==> config.mk <==
export PLATFORM = sky130hd
export DESIGN_NAME = sync_arbiter_rr_flat
export DESIGN_NICKNAME = d
export VERILOG_FILES = /design/src/rtl/sync_arbiter_rr_pkg.sv /design/src/rtl/sync_arbiter_rr_if.sv /design/src/rtl/sync_arbiter_rr_pick.sv /design/src/rtl/sync_arbiter_rr.sv /design/src/flat_wrapper.sv
export SDC_FILE = /design/constraint.sdc
export NUM_CORES = 1
export LEC_CHECK = 0
export ABC_AREA = 1
export CAP_MARGIN = 20
export CORE_AREA = 2 2 39 41
export CTS_BUF_LIST = sky130_fd_sc_hd__clkbuf_4
export DETAILED_ROUTE_END_ITERATION = 10
export DIE_AREA = 0 0 41 43
export SLEW_MARGIN = 10
export SYNTH_ARGS = -nofsm -noshare
export SYNTH_HDL_FRONTEND = slang
export SYNTH_SLANG_ARGS = --single-unit
==> constraint.sdc <==
create_clock -name clk -period 1.2 [get_ports clk]
set_input_delay 0.24 -clock clk [delete_from_list [all_inputs] [get_ports clk]]
set_output_delay 0.24 -clock clk [all_outputs]
set_load 0.01 [all_outputs]
==> src/rtl/sync_arbiter_rr_pkg.sv <==
// ---------------------------------------------------------------------------
// arb_pkg
// Shared types and helpers for the clocked four-phase arbiter.
//   arb_state_t : transaction FSM states (IDLE, REQ, ACK, REL)
//   ptr_width() : width of the rotating pointer / owner index for M requesters
// ---------------------------------------------------------------------------
package arb_pkg;

  typedef enum logic [1:0] {
    IDLE = 2'd0,
    REQ  = 2'd1,
    ACK  = 2'd2,
    REL  = 2'd3
  } arb_state_t;

  // Index width for M requesters; never narrower than one bit.
  function automatic int ptr_width(input int m);
    return (m > 1) ? $clog2(m) : 1;
  endfunction

endpackage

==> src/rtl/sync_arbiter_rr_if.sv <==
// ---------------------------------------------------------------------------
// sync_arbiter_rr_if
// Bundles the requester side and the consumer side of the arbiter.
//   r_i   [M]    requests from producers        a_i   [M] acknowledges to producers
//   d_i   [M*N]  producer data, slice k = k*N+:N
//   r_o          request to consumer            a_o       acknowledge from consumer
//   d_o   [N]    data to consumer               gnt_o [M] one-hot current owner
// Modports:
//   master : the arbiter itself
//   slave  : the surrounding producers/consumer
// ---------------------------------------------------------------------------
interface sync_arbiter_rr_if #(
  parameter int M = 2,
  parameter int N = 1
);

  logic [M-1:0]   r_i;
  logic [M-1:0]   a_i;
  logic [M*N-1:0] d_i;
  logic           r_o;
  logic           a_o;
  logic [N-1:0]   d_o;
  logic [M-1:0]   gnt_o;

  modport master (
    input  r_i, d_i, a_o,
    output a_i, r_o, d_o, gnt_o
  );

  modport slave (
    output r_i, d_i, a_o,
    input  a_i, r_o, d_o, gnt_o
  );

endinterface

==> src/rtl/sync_arbiter_rr_pick.sv <==
// ---------------------------------------------------------------------------
// rr_pick
// Combinational rotating-mask priority encoder: the winner is the lowest
// requesting index at or above ptr, wrapping past M-1 back to 0.
//   req     [M]  request vector
//   ptr     [PW] search start (always < M)
//   win_oh  [M]  one-hot winner, zero when no request
//   win_idx [PW] binary index of the winner
//   win_any      at least one request present
// ---------------------------------------------------------------------------
module rr_pick
  import arb_pkg::*;
#(
  parameter int M  = 2,
  parameter int PW = ptr_width(M)
) (
  input  logic [M-1:0]  req,
  input  logic [PW-1:0] ptr,
  output logic [M-1:0]  win_oh,
  output logic [PW-1:0] win_idx,
  output logic          win_any
);

  // Walk the requests starting at ptr; the first hit wins.
  always_comb begin
    int            cand_s;
    logic [PW-1:0] cand_idx_s;
    cand_s     = 0;
    cand_idx_s = '0;
    win_oh     = '0;
    win_idx    = '0;
    win_any    = 1'b0;
    for (int i = 0; i < M; i++) begin
      // ptr < M and i < M, so one subtraction is enough to wrap for any M.
      cand_s     = int'(ptr) + i;
      cand_s     = (cand_s >= M) ? (cand_s - M) : cand_s;
      cand_idx_s = PW'(cand_s);
      if (req[cand_idx_s] && !win_any) begin
        win_oh[cand_idx_s] = 1'b1;
        win_idx            = cand_idx_s;
        win_any            = 1'b1;
      end else begin
        win_any = win_any;
      end
    end
  end

endmodule

==> src/rtl/sync_arbiter_rr.sv <==
// ---------------------------------------------------------------------------
// sync_arbiter_rr
// Clocked M-way arbiter sharing one four-phase bundled-data consumer channel.
// One transaction at a time: grant, latch data, complete r+/a+/r-/a- on both
// sides, return to IDLE, re-arbitrate.
//   clk  : clock, all state on rising edge
//   rst  : synchronous active-high reset
//   bus  : sync_arbiter_rr_if.master (r_i, a_i, d_i, r_o, a_o, d_o, gnt_o)
// All outputs come straight from flops.
// Build option:
//   ARB_ROUND_ROBIN_EN defined   : rotating pointer, next search starts after
//                                  the last owner
//   ARB_ROUND_ROBIN_EN undefined : fixed priority, lowest index always wins
// ---------------------------------------------------------------------------
module sync_arbiter_rr
  import arb_pkg::*;
#(
  parameter int M = 2,
  parameter int N = 1
) (
  input  logic                  clk,
  input  logic                  rst,
  sync_arbiter_rr_if.master     bus
);

  localparam int PW = ptr_width(M);

  arb_state_t    state_r,  state_nxt_s;
  logic          r_o_r,    r_o_nxt_s;
  logic [M-1:0]  a_i_r,    a_i_nxt_s;
  logic [M-1:0]  gnt_r,    gnt_nxt_s;
  logic [N-1:0]  d_o_r,    d_o_nxt_s;
  logic [PW-1:0] owner_r,  owner_nxt_s;

  logic [PW-1:0] pick_ptr_s;
  logic [M-1:0]  win_oh_s;
  logic [PW-1:0] win_idx_s;
  logic          win_any_s;
  logic [N-1:0]  win_data_s;

`ifdef ARB_ROUND_ROBIN_EN
  logic [PW-1:0] ptr_r, ptr_nxt_s;

  // Advance the pointer past the owner when its transaction fully closes.
  always_comb begin
    ptr_nxt_s = ptr_r;
    if ((state_r == REL) && !bus.a_o) begin
      ptr_nxt_s = (owner_r == PW'(M - 1)) ? '0 : (owner_r + PW'(1));
    end else begin
      ptr_nxt_s = ptr_r;
    end
  end

  // Rotating pointer register.
  always_ff @(posedge clk) begin
    if (rst) begin
      ptr_r <= '0;
    end else begin
      ptr_r <= ptr_nxt_s;
    end
  end

  assign pick_ptr_s = ptr_r;
`else
  assign pick_ptr_s = '0;
`endif

  rr_pick #(
    .M  (M),
    .PW (PW)
  ) u_pick (
    .req     (bus.r_i),
    .ptr     (pick_ptr_s),
    .win_oh  (win_oh_s),
    .win_idx (win_idx_s),
    .win_any (win_any_s)
  );

  // Data slice of the current winner (AND-OR mux over the one-hot grant).
  always_comb begin
    win_data_s = '0;
    for (int k = 0; k < M; k++) begin
      if (win_oh_s[k]) begin
        win_data_s = win_data_s | bus.d_i[k*N +: N];
      end else begin
        win_data_s = win_data_s;
      end
    end
  end

  // Next-state and next-output logic; everything holds unless a step fires.
  always_comb begin
    state_nxt_s = state_r;
    r_o_nxt_s   = r_o_r;
    a_i_nxt_s   = a_i_r;
    gnt_nxt_s   = gnt_r;
    d_o_nxt_s   = d_o_r;
    owner_nxt_s = owner_r;
    case (state_r)
      IDLE: begin
        // a_o is deliberately not looked at here.
        if (win_any_s) begin
          state_nxt_s = REQ;
          r_o_nxt_s   = 1'b1;
          gnt_nxt_s   = win_oh_s;
          owner_nxt_s = win_idx_s;
          d_o_nxt_s   = win_data_s;
        end else begin
          state_nxt_s = IDLE;
        end
      end
      REQ: begin
        // An owner dropping its request here is ignored; only a_o matters.
        if (bus.a_o) begin
          state_nxt_s = ACK;
          a_i_nxt_s   = gnt_r;
        end else begin
          state_nxt_s = REQ;
        end
      end
      ACK: begin
        if (!bus.r_i[owner_r]) begin
          state_nxt_s = REL;
          r_o_nxt_s   = 1'b0;
        end else begin
          state_nxt_s = ACK;
        end
      end
      REL: begin
        if (!bus.a_o) begin
          state_nxt_s = IDLE;
          a_i_nxt_s   = '0;
          gnt_nxt_s   = '0;
        end else begin
          state_nxt_s = REL;
        end
      end
      default: begin
        state_nxt_s = IDLE;
        r_o_nxt_s   = 1'b0;
        a_i_nxt_s   = '0;
        gnt_nxt_s   = '0;
      end
    endcase
  end

  // State and output registers.
  always_ff @(posedge clk) begin
    if (rst) begin
      state_r <= IDLE;
      r_o_r   <= 1'b0;
      a_i_r   <= '0;
      gnt_r   <= '0;
      d_o_r   <= '0;
      owner_r <= '0;
    end else begin
      state_r <= state_nxt_s;
      r_o_r   <= r_o_nxt_s;
      a_i_r   <= a_i_nxt_s;
      gnt_r   <= gnt_nxt_s;
      d_o_r   <= d_o_nxt_s;
      owner_r <= owner_nxt_s;
    end
  end

  assign bus.r_o   = r_o_r;
  assign bus.a_i   = a_i_r;
  assign bus.gnt_o = gnt_r;
  assign bus.d_o   = d_o_r;

endmodule

==> src/flat_wrapper.sv <==
// flat-port wrapper written by rule: the top's interface ports become plain ports
module sync_arbiter_rr_flat import arb_pkg::*;
#(
  parameter int M = 2,
  parameter int N = 1
)
  (clk, rst, bus_r_i, bus_d_i, bus_a_o, bus_a_i, bus_r_o, bus_d_o, bus_gnt_o);
  sync_arbiter_rr_if #(.M(M), .N(N)) bus_i ();
  input  logic clk;
  input  logic rst;
  input wire logic [$bits(bus_i.r_i)-1:0] bus_r_i;
  input wire logic [$bits(bus_i.d_i)-1:0] bus_d_i;
  input wire logic [$bits(bus_i.a_o)-1:0] bus_a_o;
  output wire logic [$bits(bus_i.a_i)-1:0] bus_a_i;
  output wire logic [$bits(bus_i.r_o)-1:0] bus_r_o;
  output wire logic [$bits(bus_i.d_o)-1:0] bus_d_o;
  output wire logic [$bits(bus_i.gnt_o)-1:0] bus_gnt_o;
  assign bus_i.r_i = bus_r_i;
  assign bus_i.d_i = bus_d_i;
  assign bus_i.a_o = bus_a_o;
  assign bus_a_i = bus_i.a_i;
  assign bus_r_o = bus_i.r_o;
  assign bus_d_o = bus_i.d_o;
  assign bus_gnt_o = bus_i.gnt_o;
  sync_arbiter_rr #(.M(M), .N(N)) u_core (.clk(clk), .rst(rst), .bus(bus_i));
endmodule
==> results of run 1 <==
[kinds of logic (layout without fill, tap and decap cells)]
kind of cell	count (synthesis)	in the layout	share of synthesized area [%]
buffers and inverters	11	33	9.270
AND/OR/NAND/NOR	42	42	39.33
AO/OA/AOI/OAI	9	9	10.96
flip-flops	9	9	40.45
[through the flow]
step | hold slack [ns] | util (%) | total power [uW] | instance area [um^2] | setup WS [ns]
after floorplan | 0.3091 | - | 561.0 | 445.4 | 0.2443
after global placement | 0.4442 | 45.57 | 726.6 | 630.6 | -0.1446
after detailed placement | 0.4498 | 45.57 | 729.8 | 630.6 | -0.1439
after CTS | 0.4568 | 47.20 | 964.7 | 653.1 | 0.07216
after global routing | 0.4926 | 47.20 | 1025 | 653.1 | 0.02960
final | 0.4551 | 47.20 | 952.3 | 653.1 | 0.08630
[final timing paths]
kind | start | end | slack [ns] | depth (start not counted)
max | u_core.bus.gnt_o[0] | bus_gnt_o[0] | 0.09 | 1
min | u_core.bus.r_o | u_core.bus.r_o | 0.46 | 2
max reg2reg | flip-flop | u_core.state_r[0] | 0.13 | 7
min reg2reg | u_core.bus.r_o | u_core.bus.r_o | 0.46 | 2
[cells in the final DEF (no fill, tap or decap)]
master and count:
a21oi_1 8, nand2_1 21, clkdlybuf4s50_1 6, nand3_1 9, nor2_2 1, nor3_1 1, or2_1 1, clkbuf_4 4
inv_1 10, dfxtp_1 9, dlygate4sd2_1 6, inv_2 1, buf_4 6, nor2_1 9, o21ai_2 1
[cell type report]
| type | instances | area, um^2 | share of cell area [%] |
|---|---|---|---|
| Sequential cell | 9 | 180.2 | 27.59 |
| Tap cell | 16 | 20.02 | 3.065 |
| Inverter | 11 | 41.29 | 6.322 |
| Multi-Input combinational cell | 51 | 224.0 | 34.29 |
| Timing Repair Buffer | 18 | 157.7 | 24.14 |
| Clock buffer | 4 | 30.03 | 4.598 |
[routing by layer]
metal	track usage, %	part of all wire (%)	vias up
met4	10.00	2.9	0
li1	-	-	269
met5	0	0	-
met3	6.283	5.4	5
met2	19.06	47	11
met1	15.86	45	206
[power groups by stage]
stage          Combinational (uW)  Clock, uW  Sequential [uW]
5_1_grt                       353        280              393
4_1_cts                       316        262              387
3_3_place_gp                  333          0              394
3_5_place_dp                  335          0              395
6_report                      313        252              386
2_1_floorplan                 156          0              405
[repair_timing]
action / in CTS / in global routing
buffers inserted: 0 / 0
hold buffers: 0 / 0
gates resized for setup: 6 / 0
endpoints found under the setup margin: 6 / 0
==> flow_summary.yaml, run 1 <==
placement:
  place.gp.congestion: 0.7057
  io_buffers: 12
  hpwl_um: 739.8
  dp.cells: 105
global_routing:
  antenna_found_initial: 0
  grt_pass1_vias: 408
  grt_usage_pct: 13.78
  grt_max_degree: 7
  grt-ovfl-total: 0
  grt_pass1_wl_um: 1587
floorplan:
  die_w_um: 41
  rows: 14
  die-area_um2: 1763
  start_util_pct: 32.19
  coreArea_um2: 1384
  ios: 13
  fp.dieH_um: 43
sta:
  finalHoldViolCount: 0
  period_share_pct: 92.81
  max-slew-margin-rel_pct: 81.50
  rsz0062_at_grt: "false"
  tightest_slew_ns: 0.2774
  tns_ns: 0
  timing.final.max_slew_violations: 0
  setup-violations-final: 0
  timing.fmax_mhz: 897.9
  period_minus_slack_ns: 1.114
  skew_ns: 0.0004081
setup_path:
  critPathBufInv: 1
  crit_required_ns: 0.96
  max_stage_delay_ns: 0.35
  cpMaxStageDelayCell: "dfxtp_1"
  cp_cell_sequence: "dlygate4sd2_1"
  critPathKind: "reg2out"
  start_kind: "flip-flop"
  cp_data_arrival_time_ns: 0.87
  crit_fanout: 3
  path_delay_family: "flip-flops"
  end_kind: "primary output"
pwr:
  sw_frac_of_total_pct: 31.51
  p_comb_share_pct: 32.9
  p_int_uw: 652.3
  p_leak_uw: 0.0003383
  seq_power_share_pct: 40.6
  p_sw_uw: 300.0
  clkPwrFrac_pct: 26.5
  vdd_drop_max_uv: 528.6
  powerDensity_nw_per_um2: 1458
layout:
  instances_no_fill: 109
  layout.nets: 101
  fillers: 146
  num_antenna_cells: 0
  drive_above_1_share_pct: 13.98
  syn2layout_area_growth_pct: 46.63
logic_synthesis:
  ys.flop_type: "dfxtp_1"
  yosysMostFrequentCell: "nand2_1"
  synth_warnings: 0
  ys_types: 11
  async_flop_share_pct: 0
  synth_edf_count: 0
  syn_nets: 78
  yosysTopAreaCell: "dfxtp_1"
  yosys-top-cells-area: "dfxtp_1 (40%), nand2_1 (18%), nand3_1 (10%), a21oi_1 (9.0%), inv_1 (8.4%)"
  syn_area_um2: 445.4
  synth.avg_cell_area_um2: 6.274
  yosys_register_bits: 9
  synth_cells: 71
  synth_common_cells: "nand2_1 (21), inv_1 (10), dfxtp_1 (9), nand3_1 (9), nor2_1 (9)"
  synth_top_area_share_pct: 40.45
  yosysSeqAreaShare_pct: 40.45
detailed_routing:
  vias: 491
  wl_per_cell_um: 8.872
  ant_nets: 0
  drt_iter0_markers: 14
  vias_per_cell: 4.505
  totalWireLength_um: 967
  route.detailed.drc: 0
  first_pass_iters: 4
clock_tree:
  root_buffer: "clkbuf_4"
  cts_tree: "done"
  numCtsBuffers: 3
  cts.reportedPaths.clkPinSlew_ns: 0.06
  cts-htree-levels: 1
  clockBufferDepth: 2
  clock_latency_ns: 0.26
  cts_sinks: 9
outcome:
  status: "complete, no violations"
worst_hold_path:
  hold_path.class: "reg2reg"
flow_run:
  maxCapViolCount: 0
(Power assumes the default switching activity.)
==> run 2, diff against run 1 <==
--- a/config.mk
+++ b/config.mk
@@ -15,3 +15,4 @@
 export SYNTH_ARGS = -nofsm -noshare
 export SYNTH_HDL_FRONTEND = slang
 export SYNTH_SLANG_ARGS = --single-unit
+export TNS_END_PERCENT = 30
==> results of run 2 <==
No change in the layout: final DEF, timing and power equal those of run 1.
